===== config.mk =====
export PLATFORM = sky130hd
export DESIGN_NAME = trng_entropy_collector
export DESIGN_NICKNAME = d
export VERILOG_FILES = /design/src/rtl/trng_pkg.sv /design/src/rtl/trng_rep_test.sv /design/src/rtl/trng_entropy_collector.sv
export SDC_FILE = /design/constraint.sdc
export NUM_CORES = 1
export LEC_CHECK = 0
export ABC_AREA = 1
export BUFFER_PORTS_ARGS = -buffer_cell sky130_fd_sc_hd__buf_2
export CORE_MARGIN = 2
export CORE_UTILIZATION = 35
export CTS_CLUSTER_DIAMETER = 120
export CTS_CLUSTER_SIZE = 14
export DETAILED_ROUTE_END_ITERATION = 7
export RECOVER_POWER = 25
export SLEW_MARGIN = 0
export SYNTH_ARGS = -nofsm -noshare
export SYNTH_HDL_FRONTEND = slang
export SYNTH_SLANG_ARGS = --single-unit

===== constraint.sdc =====
create_clock -name clk -period 3.6 [get_ports clk]
set_input_delay 0.36 -clock clk [delete_from_list [all_inputs] [get_ports clk]]
set_output_delay 0.36 -clock clk [all_outputs]
set_load 0.1 [all_outputs]

===== src/rtl/trng_pkg.sv =====
// trng_pkg: shared definitions for the TRNG entropy collector.
//   WORD_WIDTH        - width of one entropy word from the source
//   NUM_WORDS_DEFAULT - default words per assembled block
//   REP_LIMIT_DEFAULT - default repetition-count health-test threshold
//   state_e           - collector FSM state encoding
package trng_pkg;

  localparam int unsigned WORD_WIDTH        = 32;
  localparam int unsigned NUM_WORDS_DEFAULT = 16;
  localparam int unsigned REP_LIMIT_DEFAULT = 8;

  typedef enum logic [1:0] {
    ST_IDLE    = 2'd0,
    ST_COLLECT = 2'd1,
    ST_ACK     = 2'd2,
    ST_FULL    = 2'd3
  } state_e;

endpackage


===== src/rtl/trng_rep_test.sv =====
// trng_rep_test: repetition-count health test on captured entropy words.
//   clk, reset_n - clock, asynchronous active-low reset
//   capture      - strobe: word is being captured this cycle
//   word         - captured entropy word
//   test_mode    - suppresses the fail output (history still tracked)
//   clear        - clears repetition history (counter and previous-valid flag)
//   fail         - combinational pulse in the capture cycle when the run of
//                  identical words reaches REP_LIMIT
module trng_rep_test
  import trng_pkg::*;
#(
  parameter int unsigned REP_LIMIT = REP_LIMIT_DEFAULT
) (
  input  logic                  clk,
  input  logic                  reset_n,
  input  logic                  capture,
  input  logic [WORD_WIDTH-1:0] word,
  input  logic                  test_mode,
  input  logic                  clear,
  output logic                  fail
);

  logic [WORD_WIDTH-1:0] prev_word_q, prev_word_d;
  logic                  prev_valid_q, prev_valid_d;
  logic [7:0]            rep_ctr_q, rep_ctr_d;
  logic [7:0]            rep_ctr_next;

  always_comb begin
    if (prev_valid_q && (word == prev_word_q)) begin
      rep_ctr_next = (rep_ctr_q == 8'hFF) ? 8'hFF : rep_ctr_q + 8'd1;
    end else begin
      rep_ctr_next = 8'd1;
    end

    fail = capture && !test_mode && (rep_ctr_next >= 8'(REP_LIMIT));

    prev_word_d  = prev_word_q;
    prev_valid_d = prev_valid_q;
    rep_ctr_d    = rep_ctr_q;
    // Captures only happen in COLLECT while clear is an IDLE-time action;
    // if both coincide the new word seeds the history.
    if (capture) begin
      prev_word_d  = word;
      prev_valid_d = 1'b1;
      rep_ctr_d    = rep_ctr_next;
    end else if (clear) begin
      prev_valid_d = 1'b0;
      rep_ctr_d    = '0;
    end
  end

  always_ff @(posedge clk or negedge reset_n) begin
    if (!reset_n) begin
      prev_word_q  <= '0;
      prev_valid_q <= 1'b0;
      rep_ctr_q    <= '0;
    end else begin
      prev_word_q  <= prev_word_d;
      prev_valid_q <= prev_valid_d;
      rep_ctr_q    <= rep_ctr_d;
    end
  end

endmodule


===== src/rtl/trng_entropy_collector.sv =====
// trng_entropy_collector: gathers NUM_WORDS entropy words into one block.
//   clk, reset_n            - clock, asynchronous active-low reset
//   enable, entropy_enabled - collection may run only while both are high
//   test_mode, clear_error  - health-test bypass / sticky error clear
//   entropy_data/valid/ack  - source handshake; ack is a one-cycle pulse
//   block_data/valid/ack    - mixer handshake; word 0 sits in the top slot
//   security_error          - sticky repetition-count failure
//   word_count              - words captured into the current block
module trng_entropy_collector
  import trng_pkg::*;
#(
  parameter int unsigned NUM_WORDS = NUM_WORDS_DEFAULT,
  parameter int unsigned REP_LIMIT = REP_LIMIT_DEFAULT
) (
  input  logic                              clk,
  input  logic                              reset_n,
  input  logic                              enable,
  input  logic                              test_mode,
  input  logic                              clear_error,
  input  logic                              entropy_enabled,
  input  logic [WORD_WIDTH-1:0]             entropy_data,
  input  logic                              entropy_valid,
  output logic                              entropy_ack,
  output logic [NUM_WORDS*WORD_WIDTH-1:0]   block_data,
  output logic                              block_valid,
  input  logic                              block_ack,
  output logic                              security_error,
  output logic [4:0]                        word_count
);

  localparam int unsigned BLOCK_W = NUM_WORDS * WORD_WIDTH;

  state_e               state_q, state_d;
  logic                 entropy_ack_q, entropy_ack_d;
  logic                 block_valid_q, block_valid_d;
  logic [BLOCK_W-1:0]   block_data_q, block_data_d;
  logic                 security_error_q, security_error_d;
  logic [4:0]           word_count_q, word_count_d;
  logic                 run_ok;
  logic                 capture;
  logic                 rep_fail;

  assign run_ok  = enable && entropy_enabled;
  assign capture = (state_q == ST_COLLECT) && run_ok && entropy_valid;

  trng_rep_test #(
    .REP_LIMIT (REP_LIMIT)
  ) u_rep_test (
    .clk       (clk),
    .reset_n   (reset_n),
    .capture   (capture),
    .word      (entropy_data),
    .test_mode (test_mode),
    .clear     (clear_error),
    .fail      (rep_fail)
  );

  always_comb begin
    state_d          = state_q;
    entropy_ack_d    = 1'b0;
    block_valid_d    = 1'b0;
    block_data_d     = block_data_q;
    word_count_d     = word_count_q;
    // A failure in the same cycle as clear_error must still latch.
    security_error_d = rep_fail ? 1'b1 : (clear_error ? 1'b0 : security_error_q);

    for (int unsigned i = 0; i < NUM_WORDS; i++) begin
      if (capture && (word_count_q == 5'(i))) begin
        block_data_d[BLOCK_W-1-WORD_WIDTH*i -: WORD_WIDTH] = entropy_data;
      end
    end

    unique case (state_q)
      ST_IDLE: begin
        word_count_d = '0;
        if (run_ok && !security_error_q) state_d = ST_COLLECT;
      end
      ST_COLLECT: begin
        if (!run_ok) begin
          state_d      = ST_IDLE;
          word_count_d = '0;
        end else if (entropy_valid) begin
          if (rep_fail) begin
            state_d      = ST_IDLE;
            word_count_d = '0;
          end else begin
            // Count and ack are registered together so both appear in ACK.
            state_d       = ST_ACK;
            entropy_ack_d = 1'b1;
            word_count_d  = word_count_q + 5'd1;
          end
        end
      end
      ST_ACK: begin
        if (word_count_q == 5'(NUM_WORDS)) begin
          state_d       = ST_FULL;
          block_valid_d = 1'b1;
        end else begin
          state_d = ST_COLLECT;
        end
      end
      ST_FULL: begin
        if (block_ack) begin
          state_d      = ST_IDLE;
          word_count_d = '0;
        end else begin
          block_valid_d = 1'b1;
        end
      end
      default: state_d = ST_IDLE;
    endcase
  end

  always_ff @(posedge clk or negedge reset_n) begin
    if (!reset_n) begin
      state_q          <= ST_IDLE;
      entropy_ack_q    <= 1'b0;
      block_valid_q    <= 1'b0;
      block_data_q     <= '0;
      security_error_q <= 1'b0;
      word_count_q     <= '0;
    end else begin
      state_q          <= state_d;
      entropy_ack_q    <= entropy_ack_d;
      block_valid_q    <= block_valid_d;
      block_data_q     <= block_data_d;
      security_error_q <= security_error_d;
      word_count_q     <= word_count_d;
    end
  end

  assign entropy_ack    = entropy_ack_q;
  assign block_valid    = block_valid_q;
  assign block_data     = block_data_q;
  assign security_error = security_error_q;
  assign word_count     = word_count_q;

endmodule


Word-level counts from Yosys, hierarchy flattened
Cells that the tools add are included.
{"block": "word_totals", "register_bits": 563, "in_bits": 40, "output_inout_bits": 520, "elab_cells": 109}
{"block": "op_classes", "add_sub_neg": 2, "magnitude_cmp": 1, "n_eq_ne": 24, "muxes": 26, "n_reduce_logical": 32}
{"operator": "== test 5 x 4 -> 1 bit (second input constant)", "count": 8}
{"operator": "== test 32 bit", "count": 1}
{"operator": "2-to-1 mux 8 bit", "count": 4}
{"operator": "logical AND 1 bit", "count": 23}
{"operator": "== test 5 x 3 -> 1 bit (second input constant)", "count": 4}
{"operator": "2-to-1 mux 5 bit", "count": 4}
{"operator": "case mux 5 bit (3 select lines)", "count": 1}
{"operator": "2-to-1 mux 2 bit", "count": 6}
{"operator": "== test 5 x 2 -> 1 bit (second input constant)", "count": 2}
{"operator": "2-to-1 mux 1 bit", "count": 9}
{"operator": "adder 8 x 1 -> 8 bit (second input constant)", "count": 1}
{"operator": "== test 8 bit (second input constant)", "count": 1}
{"operator": ">= comparator 8 x 4 -> 1 bit (second input constant)", "count": 1}
{"operator": "case mux 2 bit (4 select lines)", "count": 1}
{"operator": "AND reduction 3 bit", "count": 2}
{"operator": "adder 5 x 1 -> 5 bit (second input constant)", "count": 1}
{"operator": "== test 5 x 1 -> 1 bit (second input constant)", "count": 1}
{"operator": "== test 5 bit (second input constant)", "count": 1}
{"operator": "logical NOT 5 bit", "count": 1}
{"operator": "== test 2 bit (second input constant)", "count": 2}
{"operator": "inequality test 2 bit (second input constant)", "count": 2}
{"operator": "nonzero test 2 bit", "count": 2}
{"operator": "inequality test 3 bit (second input constant)", "count": 1}
{"operator": "nonzero test 3 bit", "count": 1}
{"operator": "4 further kinds", "count": 5}

Logic depth before layout (Yosys ltp)
Gate-level depths: netlist of the first run.
{"block": "depth", "ltp_word": 9, "mapped_depth": 13, "mapped_depth_nobuf": 13}

Cells and area by module
Synthesis of the first run repeated with hierarchy kept, for this count alone.
{"block": "hier_totals", "cells_unflattened": 2285, "hier_area_um2": 21939.8}
{"module": "trng_entropy_collector", "instances": 1, "cells_each": 1958, "area_per_inst_um2": 19658.9, "seq_area_each_um2": 13062.5}
{"module": "trng_rep_test", "instances": 1, "cells_each": 327, "area_per_inst_um2": 2280.9, "seq_area_each_um2": 1026.0}

Worst setup path before layout of the first run
OpenSTA, ideal clock, no wires.
{"block": "synth_timing", "path_type": "register -> register", "startpoint": "reg word_count_q[2] (netlist: word_count[2])", "endpoint": "reg block_data_q[260] (netlist: block_data[260])", "setup_time_ps": 136, "arrival_time_ps": 2167, "required_time_ps": 3464, "setup_slack_ps": 1297, "path_stages_with_launch": 7, "path_buffers": 1, "period_less_slack_ps": 2303, "path_cell_list": "dfrtp_1 > inv_1 > nor2_1 > nand4_1 > clkbuf_1 > nand2_1 > o21ai_0"}
{"block": "synth_between", "elab_chain_cells": 2}
{"item": "from (decl)", "line_no": "trng_entropy_collector.sv:38", "source": "logic [4:0] word_count_q, word_count_d;"}
{"item": "from (signal assigned)", "line_no": "trng_entropy_collector.sv:128", "source": "word_count_q <= word_count_d;"}
{"item": "== test 5 x 3 -> 1 bit", "line_no": "trng_entropy_collector.sv:68", "source": "if (capture && (word_count_q == 5'(i))) begin"}
{"item": "logical AND 1 bit", "line_no": "trng_entropy_collector.sv:68"}
{"item": "to (signal assigned)", "line_no": "trng_entropy_collector.sv:126", "source": "block_data_q <= block_data_d;"}
{"item": "to (decl)", "line_no": "trng_entropy_collector.sv:36", "source": "logic [BLOCK_W-1:0] block_data_q, block_data_d;"}
Every way passes these cells.
A chain may end at the register's enable or synchronous reset.

==> impl_results.md, run 1 <==
* Final setup violating endpoints at 0
* 1st-iter DRT viols at 1223
* Count of boundary I/O pins at 560
* Hold WS at 76.2 ps
* Cell chain of the critical path: dlygate4sd3_1, buf_8, clkbuf_2
* Filler Cells Inserted at 5764
* Distinct cell type count after synthesis at 32
* All-Layer GR Usage at 22.7%
* Worst path required time at 3940 ps
* Power Density at 529 nW/µm²
* Residual DRC count at 0
* CP endpoint kind: async pin
* Final hold viol count at 0
* Clock edge transition at the registers on the reported setup and hold paths at 70 ps
* Cell area after synthesis at 21000 µm²
* Core Footprint at 59100 µm²
* Ant diodes at 0
* PnR worst setup slack at 952 ps
* Layout Nets at 2641
* Cell types with the largest area share after synthesis: sky130_fd_sc_hd__dfrtp_1 67%, sky130_fd_sc_hd__nand2_1 9.8%, sky130_fd_sc_hd__o21ai_0 9.6%
* Run status: finished, violations left
* Minimum setup slack after placement at 876 ps
* Worst setup SP type: input pin
* Number of buffers inserted by post-CTS setup repair at 0
* Final TNS setup at 0 ps
* Portion of synthesized cell area occupied by the leading cell type at 67.2%
* Full die area at 61900 µm²
* GR met1 Demand/Resource at 29.3%
* Slew at the pin closest to its max-slew limit at 1850 ps
* Global routing's busiest layer: met2
* Cell count after synthesis at 2085
* Cell accounting for the most synthesized area: sky130_fd_sc_hd__dfrtp_1
* I/O Buffers at 559
* Path class of the lowest-slack min-delay path: input pin to flop
* Max-cap violations at 2
* Failing checks: max-capacitance violations, max-slew violations
* Final instance area at 25700 µm²
* Number of register bits inferred by synthesis at 563
* LEAKAGE at 13.7 nW
* Count of nets left with antenna violations after detail routing at 0
* Number of slew-limit violations in the final report at 140
* Via count at 16700
* Dpl hpwl at 49.2 mm
* Final global-route overflow total at 0
* Fraction of the cycle the final worst path needs at 73.6%
* Die Wd at 249 µm
* Wire length of the first global-routing pass at 107 mm
* Number of cells on the worst hold path at 4
* Setup Crit Path Kind: input pin to async pin
* Launching element of the worst setup path: reset_n
* Buffer type at the clock tree root: sky130_fd_sc_hd__clkbuf_16
* Initial antenna violation count at 4
* Capture point of the worst reg-to-reg path: block_data[222]$_DFFE_PN0P_
* Instance area at placement at 24600 µm²
* Worst flop-to-flop path startpoint: state_q[0]$_DFFE_PN0P_
* Final period demand of the worst path at 2650 ps
* VDD IR-drop max at 0.000462 V
* Relative slew slack at -23.5%
* Initial Util at 35.5%
* Worst R2R Path Depth at 10
* Via count of the first global-routing pass at 16400
* Post-Route Skew at 29.0 ps
* Gp weighted congestion at 0.825
* Worst reg-to-reg setup slack at 990 ps
* Average wire per cell in the routed design at 21.2 µm
* Worst-path cell with the longest stage delay: sky130_fd_sc_hd__clkbuf_2
* Number of H-tree branching levels at 2
* Worst Hold Launch: clear_error
* Delay of the slowest cell on the worst path at 1460 ps
* Data arrival, critical path at 2990 ps
* Post-synthesis net count at 2131
* Die H at 249 µm
* Fraction of the yosys area taken by sequential cells at 67.2%
* Global-route track usage on met3 at 5.27%
* Warning count from the yosys run at 0
* Clock latency on the worst-skew pair at 590 ps
* Inserted Clock Buffers at 46
* Setup repair after global routing missed its margin: false
* Sum of routed wire length over all layers at 71.3 mm
* Number of detailed-routing iterations run before antenna repair at 8
* Max Freq at 0.378 GHz
* Average footprint of a synthesized cell at 10.1 µm²
* Met2 layer usage reported by global route at 38.0%
* Min-Delay Endpoint: u_rep_test.prev_valid_q$_DFFE_PN0P_
* Pin count of the biggest net entering global routing at 88
* TritonCTS clock tree: done
* Number of sinks on the clock net at 563
* Share of post-route cells with drive strength above 1 at 27.1%
* Maximum fanout encountered on the critical timing path at 87
* Ratio of routed vias to standard cells at 4.97
* Area overhead of the layout relative to synthesis at 22.6%
* Placement row count at 89
* Bufs on Longest Clock Path at 3
==> how the worst max path moves through the flow <==
| stage | endpoint | slack (ps) | cells past startpoint |
|---|---|---|---|
| finish | block_data[311]$_DFFE_PN0P_ | 950 | 3 |
| detailed placement | block_data[124]$_DFFE_PN0P_ | 880 | 9 |
| CTS | block_data[361]$_DFFE_PN0P_ | 980 | 10 |
| floorplan | block_data[260]$_DFFE_PN0P_ | 1300 | 6 |
| global route | block_data[125]$_DFFE_PN0P_ | 490 | 3 |
| global placement | block_data[222]$_DFFE_PN0P_ | 950 | 11 |
==> where the power goes <==
part	switching [mW]	internal, mW
combinational	1.92	0.347
clock	2.29	2.28
sequential	0.176	6.60
==> per-layer routing <==
metal | up-vias | wire (µm)
li1 | 7758 | -
met1 | 8280 | 29500
met2 | 588 | 34800
met3 | 112 | 4850
met4 | 4 | 2100
met5 | - | 28
==> final cells by class <==
type	instances	area, µm²	share of cell area, %
clock inverter	4	50.0	0.195
clock buffer	46	1150	4.48
timing repair buffer	601	3130	12.2
multi-input combinational	1305	6030	23.5
tap	773	967	3.76
inverter	78	293	1.14
sequential	563	14100	54.8
==> cells in the mapped netlist, drive strengths merged <==
library cell,number
dfrtp,563
nand2,549
o21ai,465
nor2,126
clkbuf,115
a21oi,103
inv,78
buf,24
nand3,20
nand4,7
nor3,7
ha,6
or2,5
xnor2,5
xor2,4
a32o,2
o31ai,2
nor3b,1
o211ai,1
or3,1
or3b,1
==> cells in the final DEF, fill, tap and decap left out, types with 3 or more instances in the layout <==
cell type and n:
sky130_fd_sc_hd__or2_2 5, sky130_fd_sc_hd__inv_1 74, sky130_fd_sc_hd__inv_2 4, sky130_fd_sc_hd__ha_1 6, sky130_fd_sc_hd__nor2_1 123, sky130_fd_sc_hd__xnor2_1 5
sky130_fd_sc_hd__nand2_1 542, sky130_fd_sc_hd__clkbuf_2 5, sky130_fd_sc_hd__nand2_2 6, sky130_fd_sc_hd__buf_4 28, sky130_fd_sc_hd__buf_12 3, sky130_fd_sc_hd__xor2_1 4
sky130_fd_sc_hd__nor3_1 3, sky130_fd_sc_hd__nand3_1 18, sky130_fd_sc_hd__o21ai_0 401, sky130_fd_sc_hd__o21ai_1 32, sky130_fd_sc_hd__a21oi_1 103, sky130_fd_sc_hd__dfrtp_1 563
sky130_fd_sc_hd__clkbuf_1 5, sky130_fd_sc_hd__nor2_2 3, sky130_fd_sc_hd__o21ai_2 32, sky130_fd_sc_hd__nand4_1 6, sky130_fd_sc_hd__nor3_4 4, sky130_fd_sc_hd__clkbuf_16 46
sky130_fd_sc_hd__buf_2 558
==> worst max-delay path: cells and delay by family <==
| family | cells | cell delay [ps] |
|---|---|---|
| buffers and inverters | 3 | 2550 |
==> cell families after synthesis <==
| logic type | Yosys count | share of synthesized area (%) |
|---|---|---|
| simple gates | 717 | 13.6 |
| xor+xnor | 9 | 0.376 |
| compound gates | 573 | 14.3 |
| flops | 563 | 67.2 |
| buf+inv | 217 | 4.22 |
| fa+ha+maj | 6 | 0.358 |
==> state kept, by name (all words and copies together) (netlist names) <==
name and cells:
block_valid 1, block_data 512, word_count 5, u_rep_test.prev_word_q 32, state_q 2, u_rep_test.rep_ctr_q 8, u_rep_test.prev_valid_q 1, entropy_ack 1
security_error 1
==> per-stage QoR <==
| step | utilization, % | std cells | total power, mW |
|---|---|---|---|
| after floorplan | - | 2085 | 8.56 |
| final | 43.5 | 3370 | 13.6 |
| after detailed placement | 41.6 | 3319 | 9.18 |
| after global routing | 43.5 | 3370 | 14.1 |
| after global placement | 41.6 | 3319 | 9.15 |
| after CTS | 43.6 | 3370 | 13.7 |
==> what timing repair did <==
action / CTS / global route
hold buffers: 1 / 0
endpoints found under the hold margin: 75 / 0
resized for setup: 0 / 0
Note: power is estimated with default switching activity, not from simulation.
==> run 2, diff against run 1 <==
==> constraint.sdc (replaced) <==
create_clock -name clk -period 2.4 [get_ports clk]
set_input_delay 0.24 -clock clk [delete_from_list [all_inputs] [get_ports clk]]
set_output_delay 0.24 -clock clk [all_outputs]
set_load 0.1 [all_outputs]
==> impl_results.md, run 2 (same netlist as run 1, synthesis figures left out) <==
* Run status: finished, violations left
* Failing checks: max-capacitance violations, max-slew violations
* Power Density at 781 nW/µm²
* Number of slew-limit violations in the final report at 16
* Final hold viol count at 0
* Pin count of the biggest net entering global routing at 100
* Maximum fanout encountered on the critical timing path at 64
* Layout Nets at 2680
* Final setup violating endpoints at 0
* Flip-flop count of the largest register, all copies and words added at 512
* Storage element area at 14100 µm²
* Gp weighted congestion at 0.836
* Path class of the lowest-slack min-delay path: input pin to flop
* Gate family responsible for the most delay along the worst path: simple AND/OR/NAND/NOR gates
* Number of detailed-routing iterations run before antenna repair at 5
* CP endpoint kind: flop
* Cell chain of the critical path: inv_2, nor3_4, nand2_2, inv_2, nand2_4, or3b_4, nand2_1, o21ai_2
* Die Wd at 249 µm
* Sum of routed wire length over all layers at 71.2 mm
* Initial antenna violation count at 6
* Setup Crit Path Kind: flop to flop
* Number of buffer and inverter instances along the worst setup path at 2
* Cells after DPL at 3351
* Via count of the first global-routing pass at 16600
* TritonCTS clock tree: done
* Worst-path cell with the longest stage delay: sky130_fd_sc_hd__or3b_4
* Count of nets left with antenna violations after detail routing at 0
* Max-cap violations at 1
* Final period demand of the worst path at 2190 ps
* Die H at 249 µm
* Residual DRC count at 0
* Number of sinks on the clock net at 563
* Post-Layout Cell Count at 3410
* Max Freq at 0.457 GHz
* Slew at the pin closest to its max-slew limit at 1810 ps
* Delay of the slowest cell on the worst path at 710 ps
* VDD IR-drop max at 0.000661 V
* Bufs on Longest Clock Path at 3
* Count of boundary I/O pins at 560
* Commonest non-fill, non-tap cell in the layout: sky130_fd_sc_hd__dfrtp_1
* Area used by multi-input combinational logic at 6030 µm²
* Dpl hpwl at 50.0 mm
* Area overhead of the layout relative to synthesis at 24.7%
* I/O Buffers at 559
* Filler Cells Inserted at 5723
* End-of-flow core utilization at 44.3%
* Buffer type at the clock tree root: sky130_fd_sc_hd__clkbuf_16
* Ratio of routed vias to standard cells at 4.92
* Initial Util at 35.5%
* All-Layer GR Usage at 22.7%
* Worst setup SP type: flop
* Worst path required time at 2830 ps
* Post-Route Skew at 15.3 ps
* Commonest non-fill, non-tap cells in the layout: 563 x sky130_fd_sc_hd__dfrtp_1, 558 x sky130_fd_sc_hd__buf_2, 541 x sky130_fd_sc_hd__nand2_1
* Full die area at 61900 µm²
* Wire length of the first global-routing pass at 107 mm
* Clock latency on the worst-skew pair at 580 ps
* Average wire per cell in the routed design at 20.9 µm
* Placement row count at 89
* Number of H-tree branching levels at 2
* Final global-route overflow total at 0
* Core Footprint at 59100 µm²
* Setup repair after global routing missed its margin: false
* Top cell by count, worst path: sky130_fd_sc_hd__inv_2
* Final TNS setup at 0 ps
* Relative slew slack at -20.6%
* Data arrival, critical path at 2620 ps
* 1st-iter DRT viols at 1140
* Number of buffers inserted by post-CTS setup repair at 0
* Inserted Clock Buffers at 46
* Share of post-route cells with drive strength above 1 at 28.2%
* Fraction of the cycle the final worst path needs at 91.3%
* Via count at 16800
* Total Power at 20.4 mW
* Clock edge transition at the registers on the reported setup and hold paths at 70 ps
* LEAKAGE at 14.0 nW
==> run 2: cell count changes in the layout (fill, tap and decap cells not counted), sizes merged <==
cell / change
dlygate4sd3: +7
clkbuf: -4
inv: -1
clkinv: -1
diode: +2
buf: +37
==> run 2: worst reg2reg max path, cell delays in order, from the launching register on <==
cell	delay [ps]
sky130_fd_sc_hd__dfrtp_1	410
sky130_fd_sc_hd__inv_2	70
sky130_fd_sc_hd__nor3_4	230
sky130_fd_sc_hd__nand2_2	90
sky130_fd_sc_hd__inv_2	80
sky130_fd_sc_hd__nand2_4	100
sky130_fd_sc_hd__or3b_4	710
sky130_fd_sc_hd__nand2_1	300
sky130_fd_sc_hd__o21ai_2	70
==> run 2: power breakdown <==
| part | internal [mW] | switching [mW] |
|---|---|---|
| registers | 9.90 | 0.252 |
| clock network | 3.46 | 3.33 |
| logic | 0.576 | 2.93 |
| total | 13.9 | 6.51 |
==> run 2: worst paths after layout <==
path | from | to | slack [ps] | cells past startpoint
hold / removal | entropy_data[25] | u_rep_test.prev_word_q[25]$_DFFE_PN0P_ | 40 | 3
max in group asynchronous | reset_n | block_data[279]$_DFFE_PN0P_ | 280 | 4
min in group asynchronous | reset_n | block_data[100]$_DFFE_PN0P_ | 690 | 2
setup / recovery | state_q[0]$_DFFE_PN0P_ | block_data[186]$_DFFE_PN0P_ | 210 | 8
setup reg to reg | state_q[0]$_DFFE_PN0P_ | block_data[186]$_DFFE_PN0P_ | 210 | 8
hold reg to reg | block_data[168]$_DFFE_PN0P_ | block_data[168]$_DFFE_PN0P_ | 480 | 2
==> run 2: layer usage <==
metal | track usage (%) | vias up | share of wire (%)
met4 | 8.17 | 4 | 3.3
met2 | 37.7 | 611 | 48
met5 | 0 | - | 0.032
li1 | - | 7844 | -
met3 | 4.74 | 117 | 6.7
met1 | 29.3 | 8204 | 42
==> run 2: through the flow <==
step	instance area (µm²)	hold WS (ps)	setup WS, ps
after global routing	26200	20.9	35.4
after detailed placement	24900	114	232
after global placement	24900	116	296
after CTS	26200	0.568	196
final	26200	37.8	210
after floorplan	21000	-55.6	96.9
==> run 2: repair_timing <==
item | 4_1_cts | 5_1_grt
endpoints found under the hold margin | 405 | 0
hold buffers | 8 | 0
gates resized for setup | 0 | 2
setup endpoints to repair | 0 | 1
==> run 2: final cells by class <==
type                       count  area share [%]
sequential                   563            53.8
multi-input combinational   1305            23.1
timing repair buffer         640            13.7
clock buffer                  47            4.49
tap                          773            3.70
inverter                      78            1.12
clock inverter                 2          0.0956
antenna                        2          0.0191
==> run 3, diff against run 2 <==
--- a/config.mk
+++ b/config.mk
@@ -16,4 +16,5 @@
 export SLEW_MARGIN = 0
 export SYNTH_ARGS = -nofsm -noshare
 export SYNTH_HDL_FRONTEND = slang
+export SYNTH_HIERARCHICAL = 1
 export SYNTH_SLANG_ARGS = --single-unit
==> impl_results.md, run 3 <==
* Run status: finished clean
* Cell Int Power at 14.7 mW
* Fraction of the yosys area taken by sequential cells at 64.2%
* Die H at 254 µm
* Clock latency on the worst-skew pair at 590 ps
* M1 wire length at 29.9 mm
* Residual DRC count at 0
* Sum of routed wire length over all layers at 73.1 mm
* Number of buffer and inverter instances along the worst setup path at 4
* Dpl hpwl at 50.9 mm
* Number of sinks on the clock net at 563
* Initial antenna violation count at 0
* Switching power summed over all nets at 9.44 mW
* Initial Util at 35.5%
* Flip-flop count of the largest register, all copies and words added at 512
* Final setup violating endpoints at 0
* Area overhead of the layout relative to synthesis at 22.7%
* Post-Route Skew at 27.9 ps
* Switching power share of the total at 39.1%
* Cell chain of the critical path: dlygate4sd3_1, buf_2, inv_1, nand2_1, nand2_1, nor2_1, nand2_1, nor2_2, nand3_2, nor2_8, o31ai_2, a21oi_2, inv_1, nand2_1, nand2_1, nand3b_1, nand2_1
* Ratio of routed vias to standard cells at 4.90
* Ant diodes at 0
* Wire length of the first global-routing pass at 108 mm
* Minimum setup slack after placement at 229 ps
* Pin count of the biggest net entering global routing at 98
* Min-Delay Endpoint: security_error$_DFFE_PN0P_
* Buffer type at the clock tree root: sky130_fd_sc_hd__clkbuf_16
* Average wire per cell in the routed design at 19.9 µm
* Cell types with the largest area share after synthesis: sky130_fd_sc_hd__dfrtp_1 64%, sky130_fd_sc_hd__nand2_1 14%, sky130_fd_sc_hd__o21ai_0 8.2%
* Clock edge transition at the registers on the reported setup and hold paths at 90 ps
* Commonest non-fill, non-tap cell in the layout: sky130_fd_sc_hd__nand2_1
* Slew at the pin closest to its max-slew limit at 1190 ps
* Number of H-tree branching levels at 2
* Gate family responsible for the most delay along the worst path: simple AND/OR/NAND/NOR gates
* End-of-flow core utilization at 43.5%
* Portion of synthesized cell area occupied by the leading cell type at 64.2%
* Inserted Clock Buffers at 46
* Count of nets left with antenna violations after detail routing at 0
* Commonest non-fill, non-tap cells in the layout: 791 x sky130_fd_sc_hd__nand2_1, 563 x sky130_fd_sc_hd__dfrtp_1, 558 x sky130_fd_sc_hd__buf_2
* Via count of the first global-routing pass at 17100
* Clock power share at 28.3%
* Total met3 wirelength after detailed routing at 5.07 mm
* Count of boundary I/O pins at 560
* # resized after CTS at 0
* Proportion of synthesized flip-flops having asynchronous set or reset at 100%
* Cell area after synthesis at 21900 µm²
* Max-cap violations at 0
* Placement row count at 91
* Cell with the most instances after synthesis: sky130_fd_sc_hd__nand2_1
* LEAKAGE at 14.8 nW
* Max Freq at 0.458 GHz
* Bufs on Longest Clock Path at 3
* Final hold viol count at 0
* Worst path required time at 2870 ps
* Final TNS setup at 0 ps
* Part of the power in registers at 44.5%
* Worst R2R Path Depth at 12
* Number of detailed-routing iterations run before antenna repair at 6
* Cell accounting for the most synthesized area: sky130_fd_sc_hd__dfrtp_1
* Maximum fanout encountered on the critical timing path at 9
* Topmost layer with routed signal wires: met4
* Delay of the slowest cell on the worst path at 530 ps
* Full die area at 64700 µm²
* I/O Buffers at 559
* All-Layer GR Usage at 22.0%
* Average footprint of a synthesized cell at 9.60 µm²
* Core Footprint at 61800 µm²
* Worst setup SP type: input pin
* Layout Nets at 2875
* Share of post-route cells with drive strength above 1 at 25.7%
* Setup repair after global routing missed its margin: false
* 1st-iter DRT viols at 1676
* Number of slew-limit violations in the final report at 0
* VDD IR-drop max at 0.000633 V
* Die Wd at 254 µm
* Most used flip-flop cell after synthesis: sky130_fd_sc_hd__dfrtp_1
* Top cells by count, synth: 791 x sky130_fd_sc_hd__nand2_1, 563 x sky130_fd_sc_hd__dfrtp_1, 361 x sky130_fd_sc_hd__o21ai_0
* Post-synthesis net count at 2331
* Capture point of the worst reg-to-reg path: word_count[2]$_DFFE_PN0P_
* Path class of the lowest-slack min-delay path: input pin to flop
* Worst reg-to-reg setup slack at 250 ps
* PnR worst setup slack at 215 ps
* Final period demand of the worst path at 2190 ps
* Number of register bits inferred by synthesis at 563
* Met2 WL at 35.9 mm
* Worst Hold Launch: test_mode
* Power Density at 896 nW/µm²
* Top cell by count, worst path: sky130_fd_sc_hd__nand2_1
* Warning count from the yosys run at 6
* Combinational power share at 27.2%
* TritonCTS clock tree: done
* Hold WS at 53.3 ps
* Worst flop-to-flop path startpoint: u_rep_test/rep_ctr_q[0]$_DFFE_PN0P_
* Fraction of the cycle the final worst path needs at 91.0%
* Via count at 18000
* Cell count after synthesis at 2285
* Distinct cell type count after synthesis at 35
* Data arrival, critical path at 2660 ps
* Number of cells on the worst hold path at 5
* Worst-path cell with the longest stage delay: sky130_fd_sc_hd__dlygate4sd3_1
* Setup Crit Path Kind: input pin to flop
* Final global-route overflow total at 0
* CP endpoint kind: flop
* Gp weighted congestion at 0.863
* Post-synth EDFFs at 0
* Relative slew slack at 20.4%
==> run 3: changes by cell type after synthesis, sizes merged, moves of 3 or more <==
cell | before | now
inv | 78 | 101
buf | 24 | 74
nand4 | 7 | 4
nor2 | 126 | 44
nor3 | 7 | 13
nand3 | 20 | 54
clkbuf | 115 | 78
a21oi | 103 | 2
o21ai | 465 | 525
nand2 | 549 | 805
==> run 3: per-layer routing <==
| metal | up-vias | global-route usage (%) |
|---|---|---|
| met5 | - | 0 |
| met4 | 0 | 6.92 |
| met3 | 117 | 4.61 |
| met2 | 663 | 36.9 |
| met1 | 8819 | 28.5 |
| li1 | 8381 | - |
==> run 3: cells by family (layout without fill, tap and decap cells) <==
kind of cell,after synthesis,in the layout,share of synthesized area (%)
xor gates and xnor gates,8,8,0.319
DFF,563,563,64.2
AOI/OAI and AO/OA,529,529,12.8
adders and majority gates,6,6,0.342
and+or+nand+nor,925,925,16.8
buffers and inverters,254,799,5.53
==> run 3: final cells by class <==
class / count / area [µm²]
clock buffer: 47 / 1180
clock inverter: 2 / 25.0
fill: 6045 / 34900
inverter: 102 / 388
multi-input combinational: 1468 / 6640
sequential: 563 / 14100
tap: 837 / 1050
timing repair buffer: 648 / 3550
==> run 3: metrics by stage <==
step,instances,cell area [µm²],power (mW)
global route,3667,26900,25.0
detailed placement,3594,25600,17.4
global placement,3594,25600,17.3
finish,3667,26900,24.1
CTS,3667,27100,24.3
floorplan,2285,21900,15.8
==> run 3: worst max path at each step <==
stage | from | end | cells past startpoint
2_1_floorplan | state_q[1]$_DFFE_PN0P_ | state_q[1]$_DFFE_PN0P_ | 16
3_3_place_gp | entropy_data[8] | state_q[1]$_DFFE_PN0P_ | 16
3_5_place_dp | entropy_data[8] | state_q[1]$_DFFE_PN0P_ | 16
4_1_cts | u_rep_test/rep_ctr_q[0]$_DFFE_PN0P_ | word_count[3]$_DFFE_PN0P_ | 12
5_1_grt | entropy_data[8] | state_q[1]$_DFFE_PN0P_ | 17
6_report | entropy_data[8] | state_q[1]$_DFFE_PN0P_ | 17
==> run 3: worst register-to-register path, cell delays in order (launching register included) <==
cell                      delay [ps]
sky130_fd_sc_hd__dfrtp_1         420
sky130_fd_sc_hd__ha_1            230
sky130_fd_sc_hd__nand2_1         130
sky130_fd_sc_hd__inv_1           100
sky130_fd_sc_hd__nand4_1         200
sky130_fd_sc_hd__nand3_1         160
sky130_fd_sc_hd__o31ai_2         290
sky130_fd_sc_hd__a21oi_2         100
sky130_fd_sc_hd__inv_1           100
sky130_fd_sc_hd__nand3_1          80
sky130_fd_sc_hd__nor2_1          100
sky130_fd_sc_hd__nand3_1          80
sky130_fd_sc_hd__o21ai_0          80
==> run 3: power by group through the flow <==
stage / combinational (mW) / sequential [mW] / clock (mW)
3_5_place_dp: 6.55 / 10.9 / 0
3_3_place_gp: 6.47 / 10.9 / 0
6_report: 6.56 / 10.7 / 6.83
5_1_grt: 6.87 / 10.8 / 7.35
4_1_cts: 6.59 / 10.7 / 7.01
2_1_floorplan: 1.22 / 14.6 / 0
==> run 3: timing repair <==
| item | CTS | global route |
|---|---|---|
| endpoints found under the hold margin | 123 | 0 |
| hold buffers | 24 | 0 |
| setup buffers | 0 | 0 |
